$ cat src/rtl/bcd_arb.sv
// Round-robin arbiter sharing one pipelined bin2bcd converter among N_REQ requesters.
// Define BCD_ARB_RR_EN for the rotating priority pointer; otherwise the lowest index always wins.
module bcd_arb #(
    parameter int N_REQ = 4,
    parameter int LAT   = 6,
    parameter int ID_W  = $clog2(N_REQ)
) (
    input  logic                  clk,
    input  logic                  rstn,
    input  logic [N_REQ-1:0]      req_vld,
    input  logic [N_REQ*11-1:0]   req_bin,
    output logic [N_REQ-1:0]      req_rdy,
    output logic [10:0]           conv_bin,
    output logic                  conv_vld,
    input  logic [16:0]           conv_bcd,
    input  logic                  conv_bcd_vld,
    output logic [N_REQ-1:0]      rsp_vld,
    output logic [16:0]           rsp_bcd,
    output logic [ID_W-1:0]       rsp_id,
    output logic                  err
);

    logic [ID_W-1:0] ptr;
    logic [ID_W-1:0] grant_id;
    logic [ID_W-1:0] idx;
    logic            grant;

    // One tag per converter stage plus the issue register, so the last tag
    // lines up with conv_bcd_vld.
    logic [LAT:0]    tag_vld;
    logic [ID_W-1:0] tag_id [LAT+1];

    always_comb begin
        req_rdy  = '0;
        grant    = 1'b0;
        grant_id = '0;
        idx      = '0;
        for (int off = 0; off < N_REQ; off++) begin
            idx = ID_W'((int'(ptr) + off) % N_REQ);
            if (!grant && req_vld[idx]) begin
                grant        = 1'b1;
                grant_id     = idx;
                req_rdy[idx] = 1'b1;
            end
        end
    end

`ifdef BCD_ARB_RR_EN
    always_ff @(posedge clk or negedge rstn) begin
        if (!rstn) begin
            ptr <= '0;
        end else if (grant) begin
            ptr <= (int'(grant_id) == N_REQ - 1) ? '0 : grant_id + ID_W'(1);
        end
    end
`else
    assign ptr = '0;
`endif

    always_ff @(posedge clk or negedge rstn) begin
        if (!rstn) begin
            conv_bin <= '0;
            conv_vld <= 1'b0;
            tag_vld  <= '0;
            for (int s = 0; s <= LAT; s++) begin
                tag_id[s] <= '0;
            end
            rsp_vld  <= '0;
            rsp_bcd  <= '0;
            rsp_id   <= '0;
            err      <= 1'b0;
        end else begin
            if (grant) begin
                conv_bin  <= req_bin[grant_id*11 +: 11];
                conv_vld  <= 1'b1;
                tag_id[0] <= grant_id;
            end else begin
                conv_bin  <= '0;
                conv_vld  <= 1'b0;
                tag_id[0] <= '0;
            end
            tag_vld <= {tag_vld[LAT-1:0], grant};
            for (int s = 1; s <= LAT; s++) begin
                tag_id[s] <= tag_id[s-1];
            end

            // Responses are steered by the tag alone; the converter valid only feeds err.
            if (tag_vld[LAT]) begin
                rsp_vld <= N_REQ'(1) << tag_id[LAT];
                rsp_id  <= tag_id[LAT];
                rsp_bcd <= conv_bcd;
            end else begin
                rsp_vld <= '0;
                rsp_id  <= '0;
                rsp_bcd <= '0;
            end

            err <= err | (conv_bcd_vld ^ tag_vld[LAT]);
        end
    end

endmodule
$ cat config.mk
export PLATFORM = sky130hd
export DESIGN_NAME = bcd_arb
export DESIGN_NICKNAME = d
export VERILOG_FILES = /design/src/rtl/bcd_arb.sv
export SDC_FILE = /design/constraint.sdc
export NUM_CORES = 1
export LEC_CHECK = 0
export ABC_AREA = 1
export BUFFER_PORTS_ARGS = -buffer_cell sky130_fd_sc_hd__buf_2
export CELL_PAD_IN_SITES_DETAIL_PLACEMENT = 1
export CELL_PAD_IN_SITES_GLOBAL_PLACEMENT = 2
export CORE_MARGIN = 10
export CORE_UTILIZATION = 27
export DETAILED_ROUTE_END_ITERATION = 8
export GPL_ROUTABILITY_DRIVEN = 0
export PLACE_DENSITY = 0.85
export SLEW_MARGIN = 20
export SYNTH_ARGS = -nofsm -noshare
export SYNTH_HDL_FRONTEND = slang
export SYNTH_SLANG_ARGS = --single-unit
$ cat constraint.sdc
create_clock -name clk -period 2.4 [get_ports clk]
set_clock_uncertainty 0.15 [all_clocks]
set_input_delay 0.24 -clock clk [delete_from_list [all_inputs] [get_ports clk]]
set_output_delay 0.24 -clock clk [all_outputs]
set_load 0.03 [all_outputs]
# Word-level counts from Yosys, hierarchy flattened
# Index checks and enable logic that the tools add are counted.
# classes
n_bitwise,2
n_reduce_logical,6
mux,17
shift,2
n_mul,1
# ops
operator,count
$shiftx A44 B7 Y11,1
$mux W17,1
$mux W11,1
$mux W2,5
$mux W4,2
$mux W1,7
$mul A2 B4 Y6 const B,1
$shl A1 B2 Y4 const A,1
$logic_and A1 B1 Y1,3
$logic_not A1 Y1,3
$mux W3,1
$or A1 B1 Y1,1
$xor A1 B1 Y1,1
# word_totals
regBits,57
in_bits,68
output_inout_bits,40
wordCells,42

# Longest topological paths before layout
# depth
depth_word,13
mapped_depth,8
mapped_depth_nobuf,7

# Worst setup path after synthesis
# OpenSTA, ideal clock, no wires.
# synth_timing
path_type,input to output
startpoint,input req_vld[2]
endpoint,output req_rdy[2]
required_ps,2010
path_buffers,0
path_stages,2
slack_ps,1047
arrival_time_ps,963
path_cell_list,inv_1 -> nor3_1
# synth_between
elab_chain_cells,3
# synth_rtl
element,line_no,text
from (decl),10,"input logic [N_REQ-1:0] req_vld,"
$logic_and A1 B1 Y1,40,if (!grant && req_vld[idx]) begin
$mux W3,40,
$mux W4,40,
to (decl),12,"output logic [N_REQ-1:0] req_rdy,"
# No other way between the ends.

# Final worst setup path
# layout_timing
startpoint,input req_vld[1]
endpoint,output req_rdy[3]
# layout_between
elab_chain_cells,8
# layout_rtl
element,line_no
$logic_and A1 B1 Y1 *,40
$mux W1 *,40
$logic_not A1 Y1,40
$logic_and A1 B1 Y1,40
$mux W1 *,40
$logic_not A1 Y1 *,40
$logic_and A1 B1 Y1 *,40
$mux W4 *,40
# Every way passes the cells marked *; elsewhere a longest branch is shown, timed or not.

==> impl_results.md <==
- Critical path capture point type: output pin
- Final Util: 0.384
- CP top delay family: buffers and inverters
- Crit path max fanout: 13
- CP startpoint kind: primary input
- CP arrival: 1.01 ns
- Post-route cell area: 3140 um^2
- Area share of fa/ha/maj cells after synthesis: 0
- Slew Viols, Final: 0
- Die height: 112 um
- Worst path bufs/invs: 3
- RSZ-0062 raised after global routing: no
- Final net count: 441
- Yosys top cell area share: 0.618
- # DRC: 0
- Most used routing layer in global routing: met2
- FMAX: 717 MHz
- Aggregate global-route resource usage: 0.117
- LEAKAGE: 1.86 nW
- Area delta synth->final: 38.5%
- Setup total negative slack: 0 ns
- VDD IR max: 0.254 mV
- Sequential element share of the synthesized area: 0.618
- Worst-margin pin slew: 0.493 ns
- TritonCTS clock tree: done
- H-tree levels: 2
- Worst EP required: 2.01 ns
- Cell count after synthesis: 248
- Crit path largest cell delay: 0.20 ns
- Initial Util: 0.277
- Power density over the cells: 603 nW/um^2
- Synth Area in Compound Gates: 0.0568
- Status: finished clean
- Synthesized area: 2270 um^2
- Synth Register Bits: 56
- Final WL: 7250 um
- Vias: 1953
- Die footprint: 12500 um^2
- Pre-CTS setup slack: 0.716 ns
- Port Buffers: 107
- Largest area contributor in the netlist: dfrtp_1
- Avg Cell Area, Syn: 9.14 um^2
- Synth unique cells: 18
- Share of layout cells above drive strength 1: 0.338
- Final Hold Vio Count: 0
- Fin cells: 478
- DP HPWL: 5710 um
- CP cell instances: buf_2 -> nor2_4 -> nand3_4 -> inv_1 -> buf_2
- Total Power: 1.89 mW
- Core box area: 8180 um^2
- Net Count, Synth: 316
- Asr flop ratio synth: 1.00
- Die width: 112 um
- Ys flop type: dfrtp_1
- Top cells by area, synth: dfrtp_1 (62%), inv_1 (11%), nand2_1 (8.8%)
- Critical path class: in2out
- Post-route ant nets: 0
- Mux cell area share after synthesis: 0
- Most common cell in the netlist: inv_1
- Xor/xnor share of the synthesized area: 0
- Root Buffer: clkbuf_8
- Iteration-0 DRC Markers: 71
- Placed Cells incl. Taps: 453
- Clock transition at path regs: 0.09 ns
- Inserted Clock Buffers: 5
- Post_cts resized: 0
- CP most frequent cell: buf_2
- Vias in the first global route: 2309
- Final setup viols: 0
- Pre-antenna DRT Iters: 4
- Placed cell areas: 2880 um^2
- Rows: 33
- Initial antenna violation count: 0
- # IOs: 108
- Global Route met3 Usage: 0.0585
- Pin count of the biggest net entering global routing: 24
- Post-Synth Simple-Gate Area: 0.170
- EDFF count, synth: 0
- Fin Hold WS: 0.00456 ns
- Fin crit share: 0.581
- Slew headroom: 0.671
- Global-route wire length before repair: 11900 um
- N_diodes: 0
- Max-cap viol count: 0
- M1 GR Usage: 0.137
- Filler Cells Inserted: 1010
- Top post-synthesis cells by count: inv_1 (68), dfrtp_1 (56), nand2_1 (53), nand3_1 (22), a21oi_1 (12)
- Hold/Removal Path Class: in2reg
- CTS sink count: 56
- YS warnings: 0
- Largest family of logic cells by synthesized area: simple AND/OR/NAND/NOR gates
- Slowest cell on crit path: buf_2
- WL/cell: 15.2 um
- Min cycle time layout: 1.40 ns
- GR Util met2: 0.187
- Final worst slack: 1.00 ns
- Longest Clk Path Bufs: 2
- GR Overflow Total: 0
- Worst skew pair latency: 0.30 ns
- Avg Vias per Cell: 4.09
[tightest hold or removal path, delay by kind of cell]
family,cells,cell delay (ns)
buffers and inverters,2,0.13
and+or+nand+nor,1,0.05
[worst paths after layout]
path                                      start                     to  slack, ns  cells after the start
max                                  req_vld[1]             req_rdy[3]       1.00                      5
min                                conv_bcd[15]  rsp_bcd[15]$_DFF_PN0_      0.005                      3
max reg2reg                tag_vld[6]$_DFF_PN0_          err$_DFF_PN0_       1.18                      3
min reg2reg                 tag_id[3]$_DFF_PN0_    tag_id[1]$_DFF_PN0_       0.20                      0
max in group asynchronous                  rstn  rsp_bcd[13]$_DFF_PN0_       1.14                      3
min in group asynchronous                  rstn   rsp_bcd[2]$_DFF_PN0_       0.28                      2
[sequential cells by signal, indices dropped and copies added (netlist names)]
| register | count |
|---|---|
| conv_bin | 11 |
| err | 1 |
| rsp_bcd | 17 |
| rsp_id | 2 |
| rsp_vld | 4 |
| tag_id | 14 |
| tag_vld | 7 |
[cells by family after synthesis]
logic type | Yosys count
simple gates | 85
buf+inv | 82
flops | 56
compound gates | 25
[layer usage]
| metal | up-vias | share of wire |
|---|---|---|
| met3 | 4 | 0.11 |
| li1 | 962 | - |
| met4 | 0 | 0.0091 |
| met2 | 93 | 0.44 |
| met5 | - | 0 |
| met1 | 894 | 0.44 |
[where the power goes]
| part | leakage, nW | internal [mW] | switching (mW) |
|---|---|---|---|
| Combinational | 1.15 | 0.136 | 0.247 |
| Clock | 0.0400 | 0.198 | 0.287 |
| Sequential | 0.663 | 1.00 | 0.0221 |
| Total | 1.86 | 1.34 | 0.556 |
[cells in the final DEF, fill, tap and decap left out]
| cell type | instances |
|---|---|
| nand2_1 | 53 |
| nand3_1 | 22 |
| buf_4 | 4 |
| clkinv_2 | 1 |
| a21oi_1 | 12 |
| inv_2 | 3 |
| clkbuf_8 | 5 |
| o21ai_0 | 8 |
| clkinvlp_4 | 1 |
| dfrtp_1 | 56 |
| nand3_4 | 1 |
| inv_1 | 68 |
| o21ai_2 | 1 |
| nor3_1 | 2 |
| nor2_1 | 4 |
| nor2_4 | 2 |
| nand2_4 | 1 |
| dlygate4sd3_1 | 18 |
| buf_2 | 107 |
| o21ai_1 | 4 |
[repair_timing]
| action | 4_1_cts | 5_1_grt |
|---|---|---|
| setup buffers | 0 | 0 |
| endpoints found under the hold margin | 38 | 0 |
| hold buffers | 18 | 0 |
| endpoints found under the setup margin | 0 | 0 |
[area by class of cell]
type                            instances  area, um^2  share of cell area
Clock buffer                            5        68.8              0.0219
Multi-Input combinational cell        110         514               0.164
Tap cell                              105         131              0.0418
Inverter                               71         267              0.0849
Sequential cell                        56        1400               0.446
Clock inverter                          2        12.5             0.00398
Timing Repair Buffer                  129         746               0.237
No activity file was read; power rests on OpenSTA's default activity.
